`src/rtl/dac_pkg.sv`:
```
// Shared types for the DAC bus arbiter: FSM states, DAC channel and code types, and the latched request record.
// Combinational-only package; no latency and no flow control of its own.
package dac_pkg;

    localparam int DAC_NUM_CHAN = 4;

    typedef logic [1:0] dac_chan_t;
    typedef logic [7:0] dac_code_t;

    typedef enum logic [2:0] {
        IDLE,
        SETUP,
        STROBE,
        HOLD,
        LDAC
    } dac_state_t;

    typedef struct packed {
        dac_chan_t chan;
        dac_code_t code;
        logic      ldac;
    } dac_req_t;

endpackage

```
`src/rtl/rr_arbiter.sv`:
```
// Round-robin grant among N requesters: the first active request at or after the pointer wins, with wrap-around.
// Grant is combinational (zero latency); the pointer moves past the winner only when enable is high and a grant exists.
module rr_arbiter #(
    parameter  int N  = 4,
    localparam int IW = (N > 1) ? $clog2(N) : 1
) (
    input  logic          clk,
    input  logic          rst_n,
    input  logic [N-1:0]  req,
    input  logic          enable,
    output logic [N-1:0]  gnt,
    output logic [IW-1:0] gnt_idx
);

    logic [IW-1:0] ptr;
    logic          found;

    always_comb begin
        found   = 1'b0;
        gnt_idx = '0;
        for (int i = 0; i < N; i++) begin
            if (!found && req[(int'(ptr) + i) % N]) begin
                found   = 1'b1;
                gnt_idx = IW'((int'(ptr) + i) % N);
            end
        end
        gnt = found ? (N'(1) << gnt_idx) : '0;
    end

    always_ff @(posedge clk or negedge rst_n) begin
        if (!rst_n) begin
            ptr <= '0;
        end else if (enable && found) begin
            ptr <= (gnt_idx == IW'(N - 1)) ? '0 : gnt_idx + IW'(1);
        end
    end

endmodule

```
`src/rtl/dac_bus_arbiter.sv`:
```
// Shares one quad 8-bit parallel DAC among N_REQ requesters; each grant becomes a 3*CLK_DIV write cycle (+CLK_DIV LDAC).
// req_ready strobes only in IDLE so requests wait while busy; DAC_SHADOW_EN adds a shadow port and skips redundant writes.
module dac_bus_arbiter
    import dac_pkg::*;
#(
    parameter int N_REQ   = 4,
    parameter int CLK_DIV = 4,
    parameter int CNT_W   = 8
) (
    input  logic                 clk,
    input  logic                 rst_n,
    input  logic                 dac_enable,
    input  logic [N_REQ-1:0]     req_valid,
    input  logic [2*N_REQ-1:0]   req_chan,
    input  logic [8*N_REQ-1:0]   req_data,
    input  logic [N_REQ-1:0]     req_ldac,
    output logic [N_REQ-1:0]     req_ready,
    output logic                 busy,
    output dac_code_t            db,
    output dac_chan_t            A,
    output logic                 cs_n,
    output logic                 wr_n,
    output logic                 ldac_n,
    output logic                 clr_n,
`ifdef DAC_SHADOW_EN
    output logic [8*DAC_NUM_CHAN-1:0] shadow,
`endif
    output logic                 pd_n
);

    localparam int IW = (N_REQ > 1) ? $clog2(N_REQ) : 1;

    dac_state_t       state;
    dac_state_t       nxt;
    logic [CNT_W-1:0] cnt;
    logic [N_REQ-1:0] gnt;
    logic [IW-1:0]    gidx;
    logic             in_idle;
    logic             phase_done;
    logic             skip;
    logic             accept;
    dac_req_t         sel;
    dac_req_t         lat;

    assign in_idle    = (state == IDLE);
    assign busy       = !in_idle;
    assign pd_n       = 1'b1;
    assign phase_done = (cnt == CNT_W'(CLK_DIV - 1));
    assign req_ready  = in_idle ? gnt : '0;

    rr_arbiter #(.N(N_REQ)) u_arb (
        .clk     (clk),
        .rst_n   (rst_n),
        .req     (req_valid),
        .enable  (in_idle),
        .gnt     (gnt),
        .gnt_idx (gidx)
    );

    always_comb begin
        sel.chan = req_chan[2*int'(gidx) +: 2];
        sel.code = req_data[8*int'(gidx) +: 8];
        sel.ldac = req_ldac[gidx];
    end

`ifdef DAC_SHADOW_EN
    // A write that would not change the DAC and needs no LDAC is acknowledged but never reaches the bus.
    assign skip = !sel.ldac && (shadow[8*int'(sel.chan) +: 8] == sel.code);
`else
    assign skip = 1'b0;
`endif

    assign accept = in_idle && (|gnt) && !skip;

    always_comb begin
        nxt = state;
        case (state)
            IDLE:    if (accept)     nxt = SETUP;
            SETUP:   if (phase_done) nxt = STROBE;
            STROBE:  if (phase_done) nxt = HOLD;
            HOLD:    if (phase_done) nxt = lat.ldac ? LDAC : IDLE;
            LDAC:    if (phase_done) nxt = IDLE;
            default: nxt = IDLE;
        endcase
    end

    always_ff @(posedge clk or negedge rst_n) begin
        if (!rst_n) begin
            state <= IDLE;
            cnt   <= '0;
            lat   <= '0;
        end else begin
            state <= nxt;
            cnt   <= (nxt != state || in_idle) ? '0 : cnt + CNT_W'(1);
            if (accept) begin
                lat <= sel;
            end
        end
    end

    // Strobes are decoded from the next state so the pins change on the same edge as the state register.
    always_ff @(posedge clk or negedge rst_n) begin
        if (!rst_n) begin
            db     <= '0;
            A      <= '0;
            cs_n   <= 1'b1;
            wr_n   <= 1'b1;
            ldac_n <= 1'b1;
            clr_n  <= 1'b0;
        end else begin
            clr_n  <= dac_enable;
            cs_n   <= !(nxt == SETUP || nxt == STROBE || nxt == HOLD);
            wr_n   <= (nxt != STROBE);
            ldac_n <= (nxt != LDAC);
            if (accept) begin
                A  <= sel.chan;
                db <= sel.code;
            end
        end
    end

`ifdef DAC_SHADOW_EN
    always_ff @(posedge clk or negedge rst_n) begin
        if (!rst_n) begin
            shadow <= '0;
        end else if (state == HOLD) begin
            shadow[8*int'(lat.chan) +: 8] <= lat.code;
        end
    end
`endif

endmodule

```
`config.mk`:
```
export PLATFORM = sky130hd
export DESIGN_NAME = dac_bus_arbiter
export DESIGN_NICKNAME = d
export VERILOG_FILES = /design/src/rtl/dac_pkg.sv /design/src/rtl/rr_arbiter.sv /design/src/rtl/dac_bus_arbiter.sv
export SDC_FILE = /design/constraint.sdc
export NUM_CORES = 1
export LEC_CHECK = 0
export BUFFER_PORTS_ARGS = -buffer_cell sky130_fd_sc_hd__buf_2
export CORE_UTILIZATION = 43
export CTS_CLUSTER_DIAMETER = 80
export DETAILED_ROUTE_END_ITERATION = 8
export PLACE_DENSITY_LB_ADDON = 0.05
export SLEW_MARGIN = 30
export SYNTH_ARGS = -nofsm -noshare
export SYNTH_HDL_FRONTEND = slang
export SYNTH_SLANG_ARGS = --single-unit
```
`constraint.sdc`:
```
create_clock -name clk -period 2.05 [get_ports clk]
set_input_delay 0.41 -clock clk [delete_from_list [all_inputs] [get_ports clk]]
set_output_delay 0.41 -clock clk [all_outputs]
set_load 0.01 [all_outputs]
```
==> impl_metrics.ini, run 1 <==
[routing]
dr.pass1.iters = 4
wl_per_cell_um = 12.93
via_per_inst = 5.039
vias = 1426
finalWirelength_um = 3659
drc = 0
drt_iter0_drc = 53
final_antenna_net_count = 0

[cts]
cts.root.buffer_cell = clkbuf_8
cts_made_buffers = 3
h-tree-depth = 1
clock-sinks = 28
cts.clk_slew.worst_paths_ps = 90
cts_tree = done
cts_max_path_buffers = 2
clk_latency_ps = 270

[cells_and_area]
stdcell_count = 283
syn2layout_area_growth_pct = 34.76
diodes = 0
fillers = 311
postLayoutCellArea_mm2 = 0.002285
drive_gt1_frac = 0.4681
nets = 292

[yosys]
syn-cell-area_mm2 = 0.001695
synthAdderAreaFrac = 0.03690
ys_ff_latch = 28
yosys.area_share.xor_xnor = 0.03616
syn_avg_cell_area_um2 = 10.60
synth_top_family_by_area = simple AND/OR/NAND/NOR gates
synth-simple-area-share = 0.1609
yosysSeqAreaShare = 0.4155
synth-compound-area-share = 0.1557
synthMuxAreaShare = 0.1299
yosysWarningCount = 0
synth_cells = 160
yosysUniqueCellTypes = 36
synth_nets = 216

[global_routing]
grt_max_degree = 29
met2_usage = 0.3190
grt.overflow.total = 0
grt_use_total = 0.1821
grtUsageMet1 = 0.2236
grt_use_met3 = 0.02993
antenna_found_initial = 0
top_usage_layer = met2
grt_pass1_wl_um = 5947
grt_pass1_vias = 1370

[critical_path]
cp.required_ps = 1640
rr_worst_depth = 6
cp-start-kind = register
r2r_end = A[0]
crit_path_max_fanout = 5
timing.rr.start = u_arb.ptr[0]
crit_arrival_ps = 1670
critPathCaptureType = primary output
worstSetupPathType = reg2out
rrSetupSlack_ps = 220

[timing]
worst_slew_pin_slew_ps = 592.1
setup_viol = 3
fin_skew_ps = 2.778
finalHoldViolations = 0
fin_crit_ps = 2081
holdWs_ps = 134.6
fin_setup_tns_ps = -72.38
worst_slack_ps = -30.93
fin_crit_sh = 1.015
slew_headroom = 0.6053
max_freq_mhz = 480.6
maxSlewViolCount = 0
rsz0062_at_grt = true

[placement]
port_buffers = 69
dpl_worst_slack_ps = -46.56
dp.cells = 277
postPlaceCellArea_mm2 = 0.002170
place_congestion = 0.7835
hpwlAfterDp_um = 2835

[power]
leakagePower_nw = 1.173
switching_share = 0.3801
p_seq_frac = 0.353
pwr_density_cell_mw_per_mm2 = 1183
intPower_mw = 1.675
clkPwrFrac = 0.156
peakVddDrop_mv = 0.8046
p_switching_mw = 1.027
comb_power_share = 0.491

[die]
die_x_um = 64.79
fp.coreArea_mm2 = 0.003716
floorplan.die_area_mm2 = 0.004198
chipHeight_um = 64.79
io_pins = 71
core.rowCount = 22
initial_core_util = 0.4562

[flow_run]
drv_cap = 0

[status]
violations = negative setup slack
status = finished with violations

[min_path]
hold_class = in2async
[power groups by stage]
stage | clock (mW) | sequential [mW] | combinational [mW]
after global routing | 0.458 | 0.987 | 1.49
after detailed placement | 0 | 0.957 | 1.30
after floorplan | 0 | 0.957 | 0.918
final | 0.421 | 0.953 | 1.33
after global placement | 0 | 0.948 | 1.26
after CTS | 0.434 | 0.951 | 1.33
[cells in the mapped netlist (all sizes together)]
library cell	number	area, µm²
nor2	13	51.30
xor2	6	52.55
o21ai	4	20.02
o31ai	2	28.78
and2	4	25.02
nand3b	2	15.01
nand4	1	6.260
o22a	1	8.760
conb	1	3.750
ha	5	62.56
mux2i	22	220.2
or2	1	6.260
or3	1	11.26
a21oi	2	10.01
nor2b	3	18.77
inv	6	22.52
a21boi	1	18.77
nand3	8	40.04
nand2	18	67.56
xnor2	1	8.760
dfstp	3	78.83
o221ai	12	155.2
nor4	2	12.51
and3	3	18.77
a21o	1	7.510
a211oi	2	15.01
dfrtp	25	625.6
buf	10	83.82
[registers in the layout (all words and copies together) (netlist names)]
name / cells
db: 8
state: 3
A: 2
wr_n: 1
ldac_n: 1
clr_n: 1
u_arb.ptr: 2
cnt: 8
cs_n: 1
lat: 1
[worst max-delay path: stages (launching register included)]
cell     delay (ps)
dfrtp_1         400
nor2b_2          60
buf_4           130
o31ai_4         310
inv_4            80
ha_4            170
and2_4          130
buf_6           110
[cell usage in the layout (no fill, tap or decap), drive strengths merged, types with 2 or more instances in the layout]
cell type,synthesis,routed
nand2,18,18
o221ai,12,12
o31ai,2,2
xor2,6,6
and2,4,4
ha,5,5
dfstp,3,3
dfrtp,25,25
clkbuf,0,3
nand3b,2,2
nor4,2,2
mux2i,22,22
nor2b,3,3
nor2,13,13
o21ai,4,4
buf,10,81
a21oi,2,2
nand3,8,8
inv,6,6
a211oi,2,2
and3,3,3
[per-layer routing]
metal  up-vias  routed length (µm)
li1        714                   -
met1       669                1525
met2        41                1907
met3         2                 205
met4         0                  22
met5         -                   0
[per-stage QoR]
stage                     power [mW]    util
after floorplan                1.875       -
after global placement         2.203  0.5838
after detailed placement       2.256  0.5838
after CTS                      2.715  0.6121
after global routing           2.933  0.6148
final                          2.702  0.6148
[cells by family (layout without fill, tap and decap cells)]
group | after synthesis | count (layout)
AND/OR/NAND/NOR | 56 | 56
XOR/XNOR | 7 | 7
buffers and inverters | 16 | 91
adder cells (fa/ha/maj) | 5 | 5
other | 1 | 1
flip-flops | 28 | 28
multiplexers | 22 | 22
AO/OA/AOI/OAI | 25 | 25
[worst max-delay path by stage]
stage | startpoint | to | slack [ps] | depth (start not counted)
6_report | u_arb.ptr[0] | req_ready[3] | -30 | 7
5_1_grt | u_arb.ptr[0] | req_ready[1] | -130 | 6
4_1_cts | u_arb.ptr[0] | req_ready[3] | -30 | 7
3_5_place_dp | req_valid[2] | A[0] | -50 | 7
3_3_place_gp | req_valid[2] | db[4] | -9 | 7
2_1_floorplan | req_valid[2] | req_ready[3] | 1 | 7
[repair_timing]
| action | 4_1_cts | 5_1_grt |
|---|---|---|
| endpoints found under the setup margin | 4 | 4 |
| buffers inserted | 1 | 1 |
| resized for setup | 6 | 1 |
| pin swaps | 3 | 1 |
| hold buffers | 0 | 0 |
| hold endpoints to repair | 0 | 0 |
[area by class of cell]
cell class | instances | area [µm²] | area share
clock buffers | 3 | 41.29 | 0.01807
repair buffers | 81 | 485.5 | 0.2125
clock inverters | 1 | 30.03 | 0.01314
inverters | 6 | 25.02 | 0.01095
well taps | 48 | 60.06 | 0.02629
flip-flops and latches | 28 | 704.4 | 0.3083
multi-input cells | 116 | 938.4 | 0.4107
Power figures use the tool's default switching activity.
==> run 2, diff against run 1 <==
Settings changed: SYNTH_HIERARCHICAL from default to 1.
==> impl_metrics.ini, run 2 <==
[yosys]
ys_ff_latch = 28
synthAdderAreaFrac = 0.03709
yosysWarningCount = 6
yosysUniqueCellTypes = 38
synth_top_area_share = 0.3709
ys_async_sr_fraction = 1.000
synth_area_leader_cell = dfrtp_1
synth_nets = 199
synth_top_family_by_area = multiplexers
synth-compound-area-share = 0.1091
yosys.area_share.xor_xnor = 0.01558
yosys-top-cells-count = dfrtp_1 (25), mux2_2 (11), mux4_2 (11), nor2_1 (8), o21ai_0 (7)
synth_edf_count = 0
synth-simple-area-share = 0.1558
syn_avg_cell_area_um2 = 11.79
synthMuxAreaShare = 0.2329
synth_cells = 143
ys.flop_type = dfrtp_1
netlist_top_cells_area = dfrtp_1 (37%), mux4_2 (15%), mux2_2 (7.3%)
yosysSeqAreaShare = 0.4177
syn-cell-area_mm2 = 0.001687
synth.most_common_cell = dfrtp_1

[die]
die_x_um = 64.63
fp.coreArea_mm2 = 0.003716
io_pins = 71
initial_core_util = 0.4539
core.rowCount = 22
chipHeight_um = 64.63
floorplan.die_area_mm2 = 0.004177

[timing]
finalHoldViolations = 0
setup_viol = 17
worst_slew_pin_slew_ps = 630.6
maxSlewViolCount = 0
fin_crit_ps = 2326
slew_headroom = 0.5796
max_freq_mhz = 429.9
fin_skew_ps = 8.638
worst_slack_ps = -276.0
rsz0062_at_grt = true
fin_crit_sh = 1.135
fin_setup_tns_ps = -4194

[power]
p_seq_frac = 0.321
p_switching_mw = 1.120
pwr_density_cell_mw_per_mm2 = 1236
total_power_mw = 3.029
switching_share = 0.3699
comb_power_share = 0.567
peakVddDrop_mv = 0.6733
intPower_mw = 1.908
clkPwrFrac = 0.112
leakagePower_nw = 1.166

[global_routing]
grt_use_total = 0.2178
grt.overflow.total = 0
grt_max_degree = 29
grt_pass1_vias = 1605
antenna_found_initial = 0
grt_pass1_wl_um = 7079

[cts]
cts_max_path_buffers = 2
h-tree-depth = 1
hold_buffers = 0
cts.clk_slew.worst_paths_ps = 100
clock-sinks = 28
cts_tree = done
cts.root.buffer_cell = clkbuf_8
cts_made_buffers = 3
clk_latency_ps = 270

[critical_path]
crit_arrival_ps = 1920
critPathCaptureType = primary output
crit_path_max_fanout = 3
worstSetupPathType = reg2out
rr_worst_depth = 9
cp.required_ps = 1640
slowest_stage = dfrtp_1
cp_cell_sequence = buf_6 > nand2b_4 > a211o_1 > o21a_1 > ha_2 > and2b_1 > and2_1 > buf_2
cp-start-kind = register
cp_slowest_stage_delay_ps = 410
rrSetupSlack_ps = -270

[cells_and_area]
largestRegisters = cnt x8, db x8, state x3
multiInputGateArea_mm2 = 0.001044
ff_latch_area_um2 = 705.7
diodes = 0
nets = 295
syn2layout_area_growth_pct = 45.25
final_cell_mix = buf_2 (69), dfrtp_1 (24), buf_4 (22)
final_common_cell = buf_2
fillers = 314
drive_gt1_frac = 0.6134

[status]
violations = negative setup slack
status = finished with violations

[routing]
drt_iter0_drc = 89
dr.pass1.iters = 4
finalWirelength_um = 4206
via_per_inst = 5.385
wl_per_cell_um = 14.71
drc = 0
vias = 1540
final_antenna_net_count = 0

[placement]
dpl_worst_slack_ps = -727.4
hpwlAfterDp_um = 3130
port_buffers = 69
place_congestion = 0.8341

[min_path]
hold_class = in2async

[flow_run]
drv_cap = 0
[run 2: cell count changes after synthesis, sizes merged, moves of 4 or more]
cell	change
xor2	-4
a21oi	+4
mux2i	-21
buf	-7
mux2	+12
o221ai	-12
mux4	+11
nor2	-5
nand2	-14
[run 2: routing by layer]
metal	vias to the layer above	GRT usage	part of all wire
met1	758	0.2648	0.41
li1	724	-	-
met5	-	0	0
met3	6	0.04577	0.048
met2	52	0.3934	0.53
met4	0	0.04722	0.010
[run 2: critical path, delay by kind of cell, from the launching register on]
kind | cells | cell delay, ps
and+or+nand+nor | 3 | 370
AOI/OAI and AO/OA | 2 | 430
adders and majority gates | 1 | 170
buffers and inverters | 2 | 260
DFF | 1 | 410
[run 2: through the flow]
stage          utilization  std cells  hold slack [ps]  area, µm²
2_1_floorplan            -        143            114.4       1695
3_3_place_gp        0.5973        274            463.8       2220
3_5_place_dp        0.5973        274            463.8       2220
4_1_cts             0.6367        283            157.7       2366
5_1_grt             0.6593        286            195.9       2450
6_report            0.6593        286            140.0       2450
[run 2: layout make-up]
type	count	share of cell area
Multi-Input combinational cell	105	0.4259
Tap cell	48	0.02451
Sequential cell	28	0.2880
Inverter	5	0.007661
Clock buffer	4	0.02247
Timing Repair Buffer	96	0.2314
[run 2: cells by family (layout without fill, tap and decap cells)]
group | count (synthesis) | after routing
other | 1 | 1
adder cells (fa/ha/maj) | 5 | 5
flip-flops | 28 | 28
multiplexers | 24 | 24
AND/OR/NAND/NOR | 45 | 46
AO/OA/AOI/OAI | 26 | 26
buffers and inverters | 11 | 105
XOR/XNOR | 3 | 3
[run 2: power groups by stage]
stage	Sequential (mW)	Clock [mW]	Combinational, mW
2_1_floorplan	0.997	0	0.870
3_3_place_gp	0.953	0	1.40
3_5_place_dp	0.961	0	1.45
4_1_cts	0.961	0.352	1.57
5_1_grt	0.999	0.375	1.87
6_report	0.971	0.340	1.72
[run 2: what timing repair did]
action / CTS / global route
gates cloned: 0 / 1
setup buffers: 6 / 2
pin swaps: 7 / 3
resized for setup: 14 / 13
endpoints found under the setup margin: 16 / 17
[run 2: final timing paths]
check,from,to
worst max-delay path,u_arb/ptr[0],req_ready[2]
worst min-delay path,rst_n,state[2]
worst max register to register,u_arb/ptr[0],db[0]
worst min register to register,db[7],db[7]
max in group asynchronous,rst_n,u_arb/ptr[1]
min in group clk,dac_enable,clr_n
==> run 3, diff against run 2 <==
Settings changed: CORE_UTILIZATION 43 to 45, CTS_BUF_LIST from default to sky130_fd_sc_hd__clkbuf_4.
==> impl_metrics.ini, run 3 (synthesis results as in run 2) <==
[cells_and_area]
nets = 295
final_cell_mix = buf_2 (69), dfrtp_1 (24), buf_4 (24)
postLayoutCellArea_mm2 = 0.002442
final_common_cell = buf_2
largestRegisters = cnt x8, db x8, state x3
syn2layout_area_growth_pct = 44.81
drive_gt1_frac = 0.6261
diodes = 0
stdcell_count = 284

[die]
initial_core_util = 0.4863
fp.coreArea_mm2 = 0.003468
chipHeight_um = 63.22
io_pins = 71
die_x_um = 63.22
core.rowCount = 21
floorplan.die_area_mm2 = 0.003997

[timing]
finalHoldViolations = 0
maxSlewViolCount = 0
slew_headroom = 0.5882
fin_skew_ps = 9.718
worst_slack_ps = -353.9
fin_setup_tns_ps = -5157
fin_crit_ps = 2404
fin_crit_sh = 1.173
max_freq_mhz = 416.0
rsz0062_at_grt = true
setup_viol = 17
worst_slew_pin_slew_ps = 617.7

[cts]
clock-sinks = 28
cts.clk_slew.worst_paths_ps = 160
hold_buffers = 0
cts_tree = done
h-tree-depth = 1
clk_latency_ps = 330
cts_max_path_buffers = 2
cts_made_buffers = 3
cts.root.buffer_cell = clkbuf_4

[critical_path]
cp-start-kind = register
worstSetupPathType = reg2reg
cp_cell_sequence = mux2i_4 > nand2_2 > and3_4 > ha_2 > and2b_1 > buf_6 > nor4_4 > buf_4 > nor2_4 > mux2_4
slowest_stage = dfrtp_2
cp.required_ps = 2280
path_buf_inv = 2
crit_start = u_arb/ptr[1]
crit_path_max_fanout = 6
critPathCaptureType = register
crit_arrival_ps = 2630
cp_slowest_stage_delay_ps = 480
timing.rr.start = u_arb/ptr[1]
critical-path-top-delay-family = simple AND/OR/NAND/NOR gates

[placement]
postPlaceCellArea_mm2 = 0.002202
dp.cells = 270
place_congestion = 0.8574
dpl_worst_slack_ps = -718.7
hpwlAfterDp_um = 3161
port_buffers = 69

[power]
total_power_mw = 3.049
p_seq_frac = 0.318
clkPwrFrac = 0.119
intPower_mw = 1.942
comb_power_share = 0.563
peakVddDrop_mv = 0.8029
pwr_density_cell_mw_per_mm2 = 1248
leakagePower_nw = 1.153
p_switching_mw = 1.107
switching_share = 0.3632

[global_routing]
grt_use_total = 0.2192
grt.overflow.total = 0
antenna_found_initial = 0
grt_pass1_wl_um = 6913
grt_pass1_vias = 1618
grt_max_degree = 29

[routing]
dr.pass1.iters = 4
drt_iter0_drc = 67
vias = 1527
via_per_inst = 5.377
final_antenna_net_count = 0
wl_per_cell_um = 14.78
drc = 0
finalWirelength_um = 4197

[status]
violations = negative setup slack
status = finished with violations

[flow_run]
drv_cap = 0

[min_path]
hold_class = in2async
-- run 3: metal layers --
metal	share of wire	vias to the layer above	global-route usage	routed length, µm
met1	0.39	743	0.2438	1655
li1	-	725	-	-
met2	0.55	55	0.4301	2327
met5	0	-	0	0
met4	0.0081	0	0.03409	34
met3	0.043	4	0.04348	180
-- run 3: stage by stage --
stage / hold WS, ps / util
after global placement: 454.3 / 0.6349
after global routing: 101.4 / 0.7042
after detailed placement: 466.1 / 0.6349
final: 63.01 / 0.7042
after CTS: 80.24 / 0.6757
after floorplan: 114.4 / -
-- run 3: power by group through the flow --
stage | clock network [mW] | registers (mW) | logic (mW)
after floorplan | 0 | 0.997 | 0.870
after global placement | 0 | 0.955 | 1.39
after detailed placement | 0 | 0.964 | 1.44
after CTS | 0.370 | 0.959 | 1.54
after global routing | 0.386 | 1.01 | 1.88
final | 0.363 | 0.969 | 1.72
-- run 3: final cells by class --
type / instances / area [µm²]
multi-input combinational: 105 / 1049
fill: 271 / 1026
sequential: 28 / 705.7
timing repair buffer: 96 / 559.3
tap: 46 / 57.56
clock inverter: 1 / 30.03
clock buffer: 3 / 22.52
inverter: 5 / 18.77
-- run 3: final timing paths --
kind                            slack (ps)  cells past startpoint      endpoint
min in group clk                       170                      1         clr_n
max in group asynchronous             1540                      1  u_arb/ptr[1]
worst max-delay path                  -350                     10         db[3]
worst min-delay path                    60                      1      state[2]
worst max register to register        -350                     10         db[3]
worst min register to register         520                      1        cnt[0]
-- run 3: worst register-to-register path, cell delays in order (launching register included) --
cell and delay [ps]:
dfrtp_2 480, mux2i_4 280, nand2_2 90, and3_4 190, ha_2 170, and2b_1 170, buf_6 120, nor4_4 250
buf_4 190, nor2_4 70, mux2_4 300
-- run 3: repair_timing --
action                                  in CTS  in global routing
endpoints found under the setup margin      16                 17
pin swaps                                    4                  8
buffers inserted                             6                  3
gates resized for setup                     11                 18
gates cloned                                 0                  1
